[src/rtl/voice_mixer_env.sv]
// N-voice time-multiplexed mixer with per-voice gain, optional linear attack/release envelope and output saturation.
// Define MIXER_ENVELOPE_EN to enable the envelope; otherwise each voice is hard-gated by ch_gate at the accepted tick.
module voice_mixer_env #(
  parameter int NUM_CH       = 4,
  parameter int SAMPLE_W     = 16,
  parameter int GAIN_W       = 8,
  parameter int ATTACK_STEP  = 4,
  parameter int RELEASE_STEP = 2
) (
  input  logic                         clk,
  input  logic                         rst,
  input  logic                         sample_tick,
  input  logic [NUM_CH*SAMPLE_W-1:0]   ch_samples,
  input  logic [NUM_CH*GAIN_W-1:0]     ch_gain,
  input  logic [NUM_CH-1:0]            ch_gate,
  input  logic [1:0]                   master_shift,
  output logic [SAMPLE_W-1:0]          mix_out,
  output logic                         mix_valid,
  output logic                         clip,
  output logic                         busy,
  output logic                         overrun
);

  localparam int IDX_W   = (NUM_CH > 1) ? $clog2(NUM_CH) : 1;
  localparam int ACC_W   = SAMPLE_W + GAIN_W + $clog2(NUM_CH) + 1;
  localparam int PROD_W  = SAMPLE_W + GAIN_W + 1;
  localparam int ENV_MAX = (1 << GAIN_W) - 1;

  localparam logic [1:0] ST_IDLE  = 2'd0;
  localparam logic [1:0] ST_ACCUM = 2'd1;
  localparam logic [1:0] ST_OUT   = 2'd2;

  localparam logic signed [ACC_W-1:0] SAT_MAX = {{(ACC_W-SAMPLE_W+1){1'b0}}, {(SAMPLE_W-1){1'b1}}};
  localparam logic signed [ACC_W-1:0] SAT_MIN = {{(ACC_W-SAMPLE_W+1){1'b1}}, {(SAMPLE_W-1){1'b0}}};

  function automatic logic [GAIN_W-1:0] env_next(input logic [GAIN_W-1:0] env, input logic gate);
    int v;
    v = gate ? ((int'(env) + ATTACK_STEP > ENV_MAX) ? ENV_MAX : int'(env) + ATTACK_STEP)
             : ((int'(env) - RELEASE_STEP < 0) ? 0 : int'(env) - RELEASE_STEP);
    return GAIN_W'(v);
  endfunction

  // Returns {clip, saturated sample}.
  function automatic logic [SAMPLE_W:0] saturate(input logic signed [ACC_W-1:0] v);
    if (v > SAT_MAX) begin
      return {1'b1, SAT_MAX[SAMPLE_W-1:0]};
    end else if (v < SAT_MIN) begin
      return {1'b1, SAT_MIN[SAMPLE_W-1:0]};
    end else begin
      return {1'b0, v[SAMPLE_W-1:0]};
    end
  endfunction

  logic [1:0]                          state_r;
  logic [IDX_W-1:0]                    idx_r;
  logic signed [ACC_W-1:0]             acc_r;
  logic [NUM_CH-1:0][SAMPLE_W-1:0]     samp_r;
  logic [NUM_CH-1:0][GAIN_W-1:0]       gain_r;
  logic [1:0]                          shift_r;
  logic [SAMPLE_W-1:0]                 mix_out_r;
  logic                                mix_valid_r;
  logic                                clip_r;
  logic                                overrun_r;
`ifdef MIXER_ENVELOPE_EN
  logic [NUM_CH-1:0][GAIN_W-1:0]       env_r;
  logic [2*GAIN_W:0]                   gprod_s;
`endif

  logic [GAIN_W-1:0]                   g_s;
  logic signed [PROD_W-1:0]            prod_s;
  logic signed [ACC_W-1:0]             acc_next_s;
  logic [5:0]                          shamt_s;
  logic signed [ACC_W-1:0]             shifted_s;
  logic [SAMPLE_W:0]                   sat_s;

  // Effective gain and product for the voice selected by idx, plus the output scaling.
  always_comb begin
`ifdef MIXER_ENVELOPE_EN
    gprod_s = (2*GAIN_W+1)'(gain_r[idx_r]) * ((2*GAIN_W+1)'(env_r[idx_r]) + (2*GAIN_W+1)'(1));
    g_s     = GAIN_W'(gprod_s >> GAIN_W);
`else
    g_s     = gain_r[idx_r];
`endif
    prod_s     = PROD_W'($signed(samp_r[idx_r])) * PROD_W'($signed({1'b0, g_s}));
    acc_next_s = acc_r + ACC_W'(prod_s);
    shamt_s    = 6'(GAIN_W) + {4'd0, shift_r};
    shifted_s  = acc_r >>> shamt_s;
    sat_s      = saturate(shifted_s);
  end

  // Frame sequencer: snapshot on accepted tick, one MAC per clock, then saturate and publish.
  always_ff @(posedge clk) begin
    if (rst) begin
      state_r     <= ST_IDLE;
      idx_r       <= '0;
      acc_r       <= '0;
      samp_r      <= '0;
      gain_r      <= '0;
      shift_r     <= 2'd0;
      mix_out_r   <= '0;
      mix_valid_r <= 1'b0;
      clip_r      <= 1'b0;
      overrun_r   <= 1'b0;
`ifdef MIXER_ENVELOPE_EN
      env_r       <= '0;
`endif
    end else begin
      mix_valid_r <= 1'b0;
      if (sample_tick && (state_r != ST_IDLE)) begin
        overrun_r <= 1'b1;
      end else begin
        overrun_r <= overrun_r;
      end
      case (state_r)
        ST_IDLE: begin
          if (sample_tick) begin
            for (int i = 0; i < NUM_CH; i++) begin
              samp_r[i] <= ch_samples[i*SAMPLE_W +: SAMPLE_W];
`ifdef MIXER_ENVELOPE_EN
              gain_r[i] <= ch_gain[i*GAIN_W +: GAIN_W];
              env_r[i]  <= env_next(env_r[i], ch_gate[i]);
`else
              gain_r[i] <= ch_gate[i] ? ch_gain[i*GAIN_W +: GAIN_W] : {GAIN_W{1'b0}};
`endif
            end
            shift_r <= master_shift;
            acc_r   <= '0;
            idx_r   <= '0;
            state_r <= ST_ACCUM;
          end
        end
        ST_ACCUM: begin
          acc_r <= acc_next_s;
          if (idx_r == IDX_W'(NUM_CH - 1)) begin
            state_r <= ST_OUT;
          end else begin
            idx_r <= idx_r + IDX_W'(1);
          end
        end
        ST_OUT: begin
          mix_out_r   <= sat_s[SAMPLE_W-1:0];
          clip_r      <= sat_s[SAMPLE_W];
          mix_valid_r <= 1'b1;
          state_r     <= ST_IDLE;
        end
        default: begin
          state_r <= ST_IDLE;
        end
      endcase
    end
  end

  assign mix_out   = mix_out_r;
  assign mix_valid = mix_valid_r;
  assign clip      = clip_r;
  assign busy      = (state_r != ST_IDLE);
  assign overrun   = overrun_r;

endmodule

[config.mk]
export PLATFORM = sky130hd
export DESIGN_NAME = voice_mixer_env
export DESIGN_NICKNAME = d
export VERILOG_FILES = /design/src/rtl/voice_mixer_env.sv
export SDC_FILE = /design/constraint.sdc
export NUM_CORES = 1
export LEC_CHECK = 0
export ABC_AREA = 1
export CAP_MARGIN = 30
export CORE_ASPECT_RATIO = 1.4
export CORE_MARGIN = 1.5
export CORE_UTILIZATION = 25
export DETAILED_ROUTE_END_ITERATION = 16
export PLACE_DENSITY = 0.44
export SETUP_SLACK_MARGIN = 0.2
export SYNTH_ARGS = -nofsm -noshare
export SYNTH_HDL_FRONTEND = slang
export SYNTH_SLANG_ARGS = --single-unit
[constraint.sdc]
create_clock -name clk -period 14.9 [get_ports clk]
set_clock_uncertainty 0.1 [all_clocks]
set_input_delay 2.235 -clock clk [delete_from_list [all_inputs] [get_ports clk]]
set_output_delay 2.235 -clock clk [all_outputs]
set_load 0.02 [all_outputs]
==> results.ini, run 1 <==
[routing]
detail_route_antenna_nets = 0
dr_total_vias = 10916
drc_errors = 0
number_of_drc_markers_after_the_initial_detailed_route_iteration = 404
drt_pass1_iterations = 5
wire_per_inst_um = 14.89
wl_um = 37140
drt-vias-per-instance = 4.377

[placement]
post-dp-hpwl_um = 30170
final_replace_weighted_congestion = 0.8699
placed_cells = 2461
dpl_cell_area_mm2 = 0.01413
io_buffers = 124

[layout]
area_growth_syn_to_layout_pct = 19.16
layout.nets = 2136
most_frequent_standard_cell_in_the_layout_excluding_fill_and_tap_cells = sky130_fd_sc_hd__nand2_1
stdcell_area_mm2 = 0.01475
drive_gt1_share_pct = 3.608
most-common-layout-cells = sky130_fd_sc_hd__nand2_1, sky130_fd_sc_hd__inv_1, sky130_fd_sc_hd__nor2_1
antenna_cells_inserted = 0
layout.cells.non_filler = 2494
postLayoutCoreUtil_pct = 30.09

[setup_path]
ff2ff_setup_slack_ns = 7.54
critPathArrivalTime_ns = 7.57
crit-reg2reg-launch = idx_r[0]
reg2reg_to = acc_r[24]
setup.worst_path.end = acc_r[24]
rr_worst_depth = 26
timing_worst_setup_path_type = reg2reg
critical_path.max_fanout = 47
cp-startpoint = idx_r[0]
worst_ep_required_time_ns = 15.11
critPathLaunchType = flop
critPathCaptureType = flop

[power]
net-switching-power_uw = 495.5
share_seq_of_total_power_pct = 34.0
power_leakage_uw = 0.006819
p_sw_share_pct = 37.87
clkPwrFrac_pct = 34.3
power.density_mw_per_mm2 = 88.75
p_comb_share_pct = 31.7
power.ir.vdd_worst_mv = 0.06128
internal_power_uw = 813.1

[logic_synthesis]
synthesis.area_per_instance_um2 = 6.995
syn_nets = 2061
synth_seq_area_share_pct = 23.94
yosys.cell_types.count = 33
post_synth_inst_count = 1769
synth_top_family_by_area = adder cells
synth_compound_gate_area_share_pct = 11.70
synthXorXnorAreaFrac_pct = 0.2123
synth-warning-count = 0
post_synthesis_adder_cell_area_fraction_pct = 26.61
post_synth_instance_area_mm2 = 0.01237
ys_seq_elements = 148
simple_gate_portion_of_the_synthesized_area_pct = 25.59
muxShareOfSynthArea_pct = 0

[timing]
timing.final.crit_share_pct = 49.37
unrepaired_setup_endpoints_after_global_routing = false
setup_viol = 0
setup_total_negative_slack_ns = 0
timing_max_transition_violations_final = 0
worst_pin_slew_ns = 0.8899
post-route-min-period_ns = 7.356
clock.fmax_mhz = 135.9
maxSlewHeadroom_pct = 40.67
timing_hold_violations_final = 0

[global_routing]
grt_pass1_vias = 11096
antenna_found_initial = 0
gr-usage-all-layers_pct = 14.96
first_pass_grt_wire_length_um = 58910
grt-ovfl-total = 0
grt_max_degree = 102

[clocking]
cts_sinks = 148
maximum_root_to_sink_buffer_count = 2
cts_hold_buffers_added = 0
worst_setup_hold_path_clk_slew_ns = 0.08
cts-buffers-inserted = 17
cts_resized = 0
clockRootBuffer = sky130_fd_sc_hd__clkbuf_16
clock_insertion_delay_worst_skew_ns = 0.46
ctsHtreeMaxLevel = 4
post-cts-setup-buffer-count = 0
cts_tree = done

[min_path]
min-delay-path-class = reg2reg

[die]
initial_core_util_pct = 25.25
placement_rows = 96
die_outline_height_um = 266.2
io_pins = 125
core-area_mm2 = 0.04901
die_width_um = 191.0
die_area_mm2 = 0.05086

[outcome]
run_status = complete, no violations

[job]
max_cap_viol_count = 0

-- cell type report --
class	count	area, um^2
clock buffer	17	425.4
timing repair buffer	135	1351
fill	5505	34260
clock inverter	15	163.9
sequential	148	2964
multi-input combinational	1247	7936
tap	637	797.0
inverter	295	1107
-- worst max-delay path: stages, from the launching register on --
cell                      delay (ns)
sky130_fd_sc_hd__dfxtp_2        0.43
sky130_fd_sc_hd__buf_4          0.28
sky130_fd_sc_hd__inv_2          0.10
sky130_fd_sc_hd__buf_4          0.42
sky130_fd_sc_hd__nand2_1        0.12
sky130_fd_sc_hd__a32oi_2        0.67
sky130_fd_sc_hd__inv_1          0.29
sky130_fd_sc_hd__nor2_1         0.25
sky130_fd_sc_hd__inv_1          0.09
sky130_fd_sc_hd__fa_1           0.60
sky130_fd_sc_hd__fa_1           0.70
sky130_fd_sc_hd__inv_1          0.10
sky130_fd_sc_hd__fa_1           0.51
sky130_fd_sc_hd__inv_1          0.05
sky130_fd_sc_hd__fa_1           0.50
sky130_fd_sc_hd__fa_1           0.50
sky130_fd_sc_hd__inv_1          0.04
sky130_fd_sc_hd__ha_1           0.41
sky130_fd_sc_hd__nand2_1        0.14
sky130_fd_sc_hd__nor2_1         0.18
sky130_fd_sc_hd__nand2_1        0.13
sky130_fd_sc_hd__nor2_1         0.12
sky130_fd_sc_hd__nand2_1        0.13
sky130_fd_sc_hd__nand3_1        0.12
sky130_fd_sc_hd__nand2_1        0.05
sky130_fd_sc_hd__nand3_1        0.08
sky130_fd_sc_hd__a21oi_1        0.06
-- cells in the mapped netlist --
library cell | count | share of area (%)
sky130_fd_sc_hd__o21ai_0 | 110 | 4.4
sky130_fd_sc_hd__o21ai_4 | 1 | 0.13
sky130_fd_sc_hd__clkinv_1 | 2 | 0.061
sky130_fd_sc_hd__nor2_1 | 254 | 7.7
sky130_fd_sc_hd__buf_4 | 5 | 0.30
sky130_fd_sc_hd__clkbuf_1 | 33 | 1.0
sky130_fd_sc_hd__fa_1 | 127 | 21
sky130_fd_sc_hd__nand3b_1 | 2 | 0.12
sky130_fd_sc_hd__buf_2 | 34 | 1.4
sky130_fd_sc_hd__a32oi_2 | 7 | 0.92
sky130_fd_sc_hd__o21ai_1 | 3 | 0.12
sky130_fd_sc_hd__ha_1 | 60 | 6.1
sky130_fd_sc_hd__xor2_1 | 2 | 0.14
sky130_fd_sc_hd__o21bai_1 | 1 | 0.061
sky130_fd_sc_hd__inv_1 | 288 | 8.7
sky130_fd_sc_hd__nand2_1 | 442 | 13
sky130_fd_sc_hd__or2_2 | 4 | 0.20
sky130_fd_sc_hd__inv_2 | 5 | 0.15
sky130_fd_sc_hd__a32oi_1 | 15 | 1.1
sky130_fd_sc_hd__nand3_1 | 79 | 3.2
sky130_fd_sc_hd__buf_1 | 2 | 0.061
sky130_fd_sc_hd__a31oi_1 | 1 | 0.051
sky130_fd_sc_hd__nand4_1 | 15 | 0.76
sky130_fd_sc_hd__a21oi_2 | 1 | 0.071
sky130_fd_sc_hd__clkbuf_2 | 4 | 0.16
sky130_fd_sc_hd__xnor2_1 | 1 | 0.071
sky130_fd_sc_hd__nor2_2 | 2 | 0.10
sky130_fd_sc_hd__a21oi_1 | 113 | 4.6
sky130_fd_sc_hd__o22ai_1 | 4 | 0.20
sky130_fd_sc_hd__dfxtp_1 | 148 | 24
sky130_fd_sc_hd__a21o_1 | 1 | 0.061
sky130_fd_sc_hd__and2_1 | 2 | 0.10
sky130_fd_sc_hd__buf_6 | 1 | 0.091
-- power by group through the flow --
stage / registers, uW / clock network [uW] / logic [uW]
2_1_floorplan: 442 / 0 / 296
3_3_place_gp: 456 / 0 / 414
3_5_place_dp: 456 / 0 / 418
4_1_cts: 447 / 464 / 420
5_1_grt: 448 / 474 / 478
6_report: 445 / 449 / 415
-- metrics by stage --
stage          total power (uW)  worst slack (ns)  hold WS [ns]
2_1_floorplan             738.1             9.448        0.3413
3_3_place_gp              869.8             7.569        0.3529
3_5_place_dp              874.0             7.499        0.3597
4_1_cts                    1332             7.493        0.3707
5_1_grt                    1399             7.074        0.3943
6_report                   1309             7.544        0.3720
-- logic make-up (layout without fill, tap and decap cells) --
logic type,Yosys count,after routing
compound gates,257,257
xor+xnor,3,3
buf+inv,374,462
flops,148,148
fa+ha+maj,187,187
simple gates,800,800
-- per-layer routing --
metal	share of wire (%)	wire length, um	track usage [%]
met2	52	19430	27.61
met1	42	15540	16.85
met3	1.7	641	1.541
met5	0	0	0
met4	4.1	1525	7.448
-- how the worst min path moves through the flow --
stage / from / to / cells after the start
2_1_floorplan: gain_r[14] / gain_r[14] / 2
3_3_place_gp: overrun / overrun / 2
3_5_place_dp: acc_r[0] / acc_r[0] / 2
4_1_cts: acc_r[0] / acc_r[0] / 2
5_1_grt: mix_out[15] / mix_out[15] / 2
6_report: acc_r[1] / acc_r[1] / 2
-- registers in the layout, indices dropped and copies added (netlist names) --
name	flops
acc_r	27
clip	1
gain_r	32
idx_r	2
mix_out	16
mix_valid	1
overrun	1
samp_r	64
shift_r	2
state_r	2
(Power assumes the default switching activity.)
==> inputs of run 2 (changes only) <==
==> constraint.sdc (replaced) <==
create_clock -name clk -period 6.9 [get_ports clk]
set_clock_uncertainty 0.1 [all_clocks]
set_input_delay 1.035 -clock clk [delete_from_list [all_inputs] [get_ports clk]]
set_output_delay 1.035 -clock clk [all_outputs]
set_load 0.02 [all_outputs]
==> results.ini, run 2 (synthesis gave the netlist of run 1 again) <==
[global_routing]
grt_pass1_vias = 11375  ; +2.5%
antenna_found_initial = 0  ; unchanged
grt-ovfl-total = 0  ; unchanged
grt_max_degree = 102  ; unchanged
gr-usage-all-layers_pct = 15.19  ; +0.23 points
first_pass_grt_wire_length_um = 60220  ; +2.2%

[die]
die_outline_height_um = 266.2  ; unchanged
io_pins = 125  ; unchanged
die_area_mm2 = 0.05086  ; unchanged
core-area_mm2 = 0.04901  ; unchanged
placement_rows = 96  ; unchanged
die_width_um = 191.0  ; unchanged
initial_core_util_pct = 25.25  ; unchanged

[layout]
largest_register_ff_count = 64  ; unchanged
most_frequent_standard_cell_in_the_layout_excluding_fill_and_tap_cells = sky130_fd_sc_hd__nand2_1
multi_input_comb_area_mm2 = 0.007955  ; +0.24%
drive_gt1_share_pct = 4.073  ; +0.46 points
max_flop_register = samp_r
ff_latch_area_mm2 = 0.002964  ; unchanged
stdcell_area_mm2 = 0.01487  ; +0.87%
antenna_cells_inserted = 0  ; unchanged
area_growth_syn_to_layout_pct = 20.19
reg.largest.list = samp_r x64, gain_r x32, acc_r x27
most-common-layout-cells = sky130_fd_sc_hd__nand2_1, sky130_fd_sc_hd__inv_1, sky130_fd_sc_hd__nor2_1
layout.nets = 2145  ; +0.42%
layout.filler_cells = 5398  ; -1.9%

[min_path]
min-delay-path-class = reg2reg

[setup_path]
worst_path_max_delay_cell = sky130_fd_sc_hd__fa_1
critPathCaptureType = flop
series_of_cell_instances_along_the_critical_path = buf_6 > nand2_1 > a32oi_4 > inv_1 > nor2_1 > inv_1 > fa_1 > fa_1 > fa_1 > inv_1 > fa_1 > inv_1 > fa_1 > inv_1 > ha_1 > nand2_1 > nor2_1 > nand2_1 > nor2_1 > nand2_1 > nand3_1 > nand2_1 > nand3_1 > a21oi_1
critPathArrivalTime_ns = 6.61  ; -0.96 ns
timing_worst_setup_path_type = reg2reg
critPathLaunchType = flop
critical_path.max_stage_delay_ns = 0.66  ; -0.04 ns
ff2ff_setup_slack_ns = 0.49  ; -7.06 ns
critical_path.top_delay_family = adder cells
critical_path_buf_inv_count = 6  ; -2
worst_ep_required_time_ns = 7.10  ; -8.01 ns
critical_path.max_fanout = 50  ; +6.4%

[timing]
timing_hold_violations_final = 0  ; unchanged
timing_max_transition_violations_final = 0  ; unchanged
clock.fmax_mhz = 155.9  ; +15%
timing.final.crit_share_pct = 92.96  ; +44 points
worst_pin_slew_ns = 0.8653  ; -0.02461 ns
setup_total_negative_slack_ns = 0  ; unchanged
post-route-min-period_ns = 6.414  ; -0.9419 ns
maxSlewHeadroom_pct = 42.32  ; +1.6 points
setup_viol = 0  ; unchanged
unrepaired_setup_endpoints_after_global_routing = false

[routing]
drt_pass1_iterations = 4  ; -1
dr_total_vias = 11003  ; +0.80%
number_of_drc_markers_after_the_initial_detailed_route_iteration = 439  ; +8.7%
wire_per_inst_um = 14.86  ; -0.18%
drc_errors = 0  ; unchanged
drt-vias-per-instance = 4.396  ; +0.43%
detail_route_antenna_nets = 0  ; unchanged
wl_um = 37200  ; +0.18%

[job]
max_cap_viol_count = 0  ; unchanged

[power]
power.ir.vdd_worst_mv = 0.1280  ; +110%
power.density_mw_per_mm2 = 191.0  ; +120%
net-switching-power_uw = 1033  ; +110%
p_comb_share_pct = 31.7  ; about the same
clkPwrFrac_pct = 34.6  ; +0.3 points
p_sw_share_pct = 36.35  ; -1.5 points
internal_power_uw = 1808  ; +120%
share_seq_of_total_power_pct = 33.8  ; -0.2 points
p_total_uw = 2840  ; +120%
power_leakage_uw = 0.006882  ; +0.91%

[clocking]
worst_setup_hold_path_clk_slew_ns = 0.07  ; about the same
cts_sinks = 148  ; unchanged
cts_tree = done
cts-buffers-inserted = 17  ; unchanged
maximum_root_to_sink_buffer_count = 2  ; unchanged
clock_insertion_delay_worst_skew_ns = 0.45  ; about the same
clockRootBuffer = sky130_fd_sc_hd__clkbuf_16
ctsHtreeMaxLevel = 4  ; unchanged

[placement]
final_replace_weighted_congestion = 0.8916  ; +2.5%
post-dp-hpwl_um = 30220  ; +0.17%
dpl_cell_area_mm2 = 0.01422  ; +0.62%
io_buffers = 124  ; unchanged

[outcome]
run_status = complete, no violations

## run 2: cell types whose count changed in the layout (fill, tap and decap cells not counted), moves of 2 or more
| cell | delta |
|---|---|
| sky130_fd_sc_hd__inv_2 | -2 |
| sky130_fd_sc_hd__inv_8 | -3 |
| sky130_fd_sc_hd__clkbuf_8 | +2 |
| sky130_fd_sc_hd__buf_6 | +2 |
| sky130_fd_sc_hd__buf_4 | +5 |
## run 2: per-layer routing
metal	up-vias	track usage, %	share of wire [%]
met1	5191	17.40	42
met2	148	28.07	53
li1	5615	-	-
met5	-	0	0
met3	49	1.739	1.8
met4	0	6.448	3.3
## run 2: worst paths after layout
kind,cells past startpoint,end,startpoint
worst max-delay path,24,acc_r[23],idx_r[0]
worst min-delay path,2,acc_r[0],acc_r[0]
worst min register to register,2,acc_r[0],acc_r[0]
worst max register to register,24,acc_r[23],idx_r[0]
## run 2: cell type report
cell class	instances	area share, %
well taps	637	5.359
inverters	295	7.470
multi-input cells	1247	53.49
repair buffers	144	9.725
flip-flops and latches	148	19.93
clock buffers	20	3.071
clock inverters	12	0.9590
## run 2: stage by stage
stage	utilization (%)	hold slack, ns	setup WS [ns]	instances
floorplan	-	0.3413	1.448	1769
global placement	28.94	0.3523	0.3580	2468
detailed placement	29.01	0.3598	0.3126	2470
CTS	30.23	0.3709	0.3085	2502
global route	30.35	0.3952	0.2049	2503
finish	30.35	0.3669	0.4858	2503
## run 2: what timing repair did
| action | in CTS | in global routing |
|---|---|---|
| resized for setup | 0 | 7 |
| endpoints found under the setup margin | 0 | 7 |
| hold buffers | 0 | 0 |
| endpoints found under the hold margin | 0 | 0 |
| setup buffers | 0 | 0 |
## run 2: power groups by stage
stage | Combinational (uW) | Clock (uW) | Sequential, uW
floorplan | 640 | 0 | 954
global placement | 894 | 0 | 981
detailed placement | 906 | 0 | 979
CTS | 911 | 1020 | 960
global route | 1040 | 1050 | 966
finish | 900 | 981 | 959
## run 2: tightest hold or removal path: cells and delay by family, from the launching register on
| kind | cells | cell delay, ns |
|---|---|---|
| AND/OR/NAND/NOR | 1 | 0.06 |
| AO/OA/AOI/OAI | 1 | 0.05 |
| flip-flops | 1 | 0.31 |
==> inputs of run 3 (changes only) <==
--- a/config.mk
+++ b/config.mk
@@ -6,12 +6,13 @@
 export NUM_CORES = 1
 export LEC_CHECK = 0
 export ABC_AREA = 1
+export ABC_CLOCK_PERIOD_IN_PS = 6900
 export CAP_MARGIN = 30
 export CORE_ASPECT_RATIO = 1.4
 export CORE_MARGIN = 1.5
 export CORE_UTILIZATION = 25
 export DETAILED_ROUTE_END_ITERATION = 16
-export PLACE_DENSITY = 0.44
+export PLACE_DENSITY = 0.52
 export SETUP_SLACK_MARGIN = 0.2
 export SYNTH_ARGS = -nofsm -noshare
 export SYNTH_HDL_FRONTEND = slang
==> results.ini, run 3 (synthesis gave the netlist of run 1 again) <==
[die]
io_pins = 125  ; unchanged
placement_rows = 96  ; unchanged
die_outline_height_um = 266.2  ; unchanged
initial_core_util_pct = 25.25  ; unchanged
core-area_mm2 = 0.04901  ; unchanged
die_area_mm2 = 0.05086  ; unchanged
die_width_um = 191.0  ; unchanged

[layout]
area_growth_syn_to_layout_pct = 19.73
layout.nets = 2142  ; -0.14%
layout.filler_cells = 5407  ; +0.17%
drive_gt1_share_pct = 3.918  ; -0.15 points
largest_register_ff_count = 64  ; unchanged
antenna_cells_inserted = 0  ; unchanged
most-common-layout-cells = sky130_fd_sc_hd__nand2_1, sky130_fd_sc_hd__inv_1, sky130_fd_sc_hd__nor2_1
reg.largest.list = samp_r x64, gain_r x32, acc_r x27
most_frequent_standard_cell_in_the_layout_excluding_fill_and_tap_cells = sky130_fd_sc_hd__nand2_1
max_flop_register = samp_r

[timing]
setup_viol = 0  ; unchanged
timing_hold_violations_final = 0  ; unchanged
setup_total_negative_slack_ns = 0  ; unchanged
unrepaired_setup_endpoints_after_global_routing = false
postLayoutSetupSlackWorst_ns = 0.5693  ; +0.08348 ns
timing_max_transition_violations_final = 0  ; unchanged
worst_pin_slew_ns = 1.028  ; +0.1631 ns
timing.final.crit_share_pct = 91.75  ; -1.2 points
clock.fmax_mhz = 158.0  ; +1.3%
post-route-min-period_ns = 6.331  ; -0.08348 ns
maxSlewHeadroom_pct = 31.35  ; -11 points

[clocking]
maximum_root_to_sink_buffer_count = 2  ; unchanged
cts_sinks = 148  ; unchanged
cts_hold_buffers_added = 0  ; unchanged
clock_insertion_delay_worst_skew_ns = 0.46  ; about the same
cts-buffers-inserted = 17  ; unchanged
cts_tree = done
worst_setup_hold_path_clk_slew_ns = 0.07  ; about the same
clockRootBuffer = sky130_fd_sc_hd__clkbuf_16
ctsHtreeMaxLevel = 4  ; unchanged

[power]
internal_power_uw = 1795  ; -0.70%
power_leakage_uw = 0.006850  ; -0.46%
p_comb_share_pct = 31.6  ; about the same
clkPwrFrac_pct = 33.8  ; -0.8 points
share_seq_of_total_power_pct = 34.6  ; +0.8 points
power.density_mw_per_mm2 = 188.9  ; -1.1%
p_total_uw = 2798  ; -1.5%
p_sw_share_pct = 35.85  ; -0.51 points
power.ir.vdd_worst_mv = 0.1619  ; +26%
net-switching-power_uw = 1003  ; -2.9%

[min_path]
min-delay-path-class = reg2reg

[setup_path]
series_of_cell_instances_along_the_critical_path = inv_4 > a21oi_1 > a32oi_1 > inv_1 > nor2_1 > inv_1 > fa_1 > fa_1 > fa_1 > inv_1 > fa_1 > inv_1 > fa_1 > inv_1 > ha_1 > nand2_1 > nor2_1 > nand2_1 > nor2_1 > nand2_1 > nand3_1 > nand2_1 > nand3_1 > a21oi_1
worst_path_max_delay_cell = sky130_fd_sc_hd__fa_1
critPathCaptureType = flop
worst_ep_required_time_ns = 7.11  ; about the same
critical_path.top_delay_family = adder cells
critPathLaunchType = flop
critPathArrivalTime_ns = 6.54  ; -0.07 ns
critical_path.max_stage_delay_ns = 0.73  ; +0.07 ns
critical_path_buf_inv_count = 6  ; unchanged
timing_worst_setup_path_type = reg2reg
critical_path.max_fanout = 39  ; -22%

[routing]
wire_per_inst_um = 14.54  ; -2.2%
drc_errors = 0  ; unchanged
number_of_drc_markers_after_the_initial_detailed_route_iteration = 605  ; +38%
dr_total_vias = 11072  ; +0.63%
wl_um = 36350  ; -2.3%
drt_pass1_iterations = 6  ; +2
drt-vias-per-instance = 4.429  ; +0.75%
detail_route_antenna_nets = 0  ; unchanged

[placement]
io_buffers = 124  ; unchanged
final_replace_weighted_congestion = 0.8861  ; -0.62%
post-dp-hpwl_um = 29880  ; -1.1%
pre_cts_ws_ns = 0.2975  ; -0.01508 ns

[global_routing]
grt-ovfl-total = 0  ; unchanged
gr-usage-all-layers_pct = 14.80  ; -0.39 points
grt_busiest_layer = met2
antenna_found_initial = 0  ; unchanged
first_pass_grt_wire_length_um = 58760  ; -2.4%
gr_util_met1_pct = 16.18  ; -1.2 points
grt_max_degree = 99  ; -2.9%
grt_pass1_vias = 11363  ; -0.11%
met3_usage_pct = 1.594  ; -0.14 points
grtUsageMet2_pct = 27.28  ; -0.78 points

[outcome]
run_status = complete, no violations

[job]
max_cap_viol_count = 0  ; unchanged

[run 3: worst register-to-register path, stage by stage, from the launching register on]
cell and delay [ns]:
sky130_fd_sc_hd__dfxtp_1 0.36, sky130_fd_sc_hd__inv_4 0.34, sky130_fd_sc_hd__a21oi_1 0.11, sky130_fd_sc_hd__a32oi_1 0.34, sky130_fd_sc_hd__inv_1 0.22, sky130_fd_sc_hd__nor2_1 0.23, sky130_fd_sc_hd__inv_1 0.12, sky130_fd_sc_hd__fa_1 0.73
sky130_fd_sc_hd__fa_1 0.57, sky130_fd_sc_hd__fa_1 0.52, sky130_fd_sc_hd__inv_1 0.05, sky130_fd_sc_hd__fa_1 0.47, sky130_fd_sc_hd__inv_1 0.08, sky130_fd_sc_hd__fa_1 0.49, sky130_fd_sc_hd__inv_1 0.04, sky130_fd_sc_hd__ha_1 0.40
sky130_fd_sc_hd__nand2_1 0.13, sky130_fd_sc_hd__nor2_1 0.20, sky130_fd_sc_hd__nand2_1 0.11, sky130_fd_sc_hd__nor2_1 0.11, sky130_fd_sc_hd__nand2_1 0.14, sky130_fd_sc_hd__nand3_1 0.13, sky130_fd_sc_hd__nand2_1 0.05, sky130_fd_sc_hd__nand3_1 0.10
sky130_fd_sc_hd__a21oi_1 0.07
[run 3: power by group through the flow]
stage	registers [uW]	logic (uW)	clock network (uW)
detailed placement	987	887	0
floorplan	954	640	0
finish	968	883	947
global route	975	1010	1010
CTS	968	892	982
global placement	987	874	0
[run 3: path summary, 6_finish.rpt]
check / endpoint / startpoint / slack [ns] / cells after the start
hold reg to reg: gain_r[21] / gain_r[21] / 0.37 / 2
setup reg to reg: acc_r[23] / idx_r[1] / 0.57 / 24
hold / removal: gain_r[21] / gain_r[21] / 0.37 / 2
setup / recovery: acc_r[23] / idx_r[1] / 0.57 / 24
[run 3: through the flow]
step                hold slack [ns]  cells  utilization (%)  instance area (um^2)
floorplan                    0.3413   1769                -                 12370
global placement             0.3521   2465            28.89                 14160
detailed placement           0.3603   2467            28.96                 14190
CTS                          0.3676   2499            30.16                 14780
global route                 0.3931   2500            30.23                 14820
finish                       0.3675   2500            30.23                 14820
[run 3: cell type report]
| class | count | area, um^2 | area share, % |
|---|---|---|---|
| Tap cell | 637 | 797.0 | 5.380 |
| Clock buffer | 20 | 456.7 | 3.083 |
| Sequential cell | 148 | 2964 | 20.01 |
| Clock inverter | 12 | 128.9 | 0.8699 |
| Inverter | 295 | 1114 | 7.516 |
| Multi-Input combinational cell | 1247 | 7959 | 53.72 |
| Timing Repair Buffer | 141 | 1396 | 9.425 |
[run 3: what timing repair did]
item                                    4_1_cts  5_1_grt
setup buffers                                 0        1
endpoints found under the setup margin        0       10
endpoints found under the hold margin         0        0
gates resized for setup                       0        5
[run 3: layer usage]
| layer | vias to the layer above | wire length (um) |
|---|---|---|
| met2 | 189 | 18900 |
| li1 | 5610 | - |
| met5 | - | 0 |
| met3 | 70 | 769 |
| met1 | 5203 | 14780 |
| met4 | 0 | 1897 |
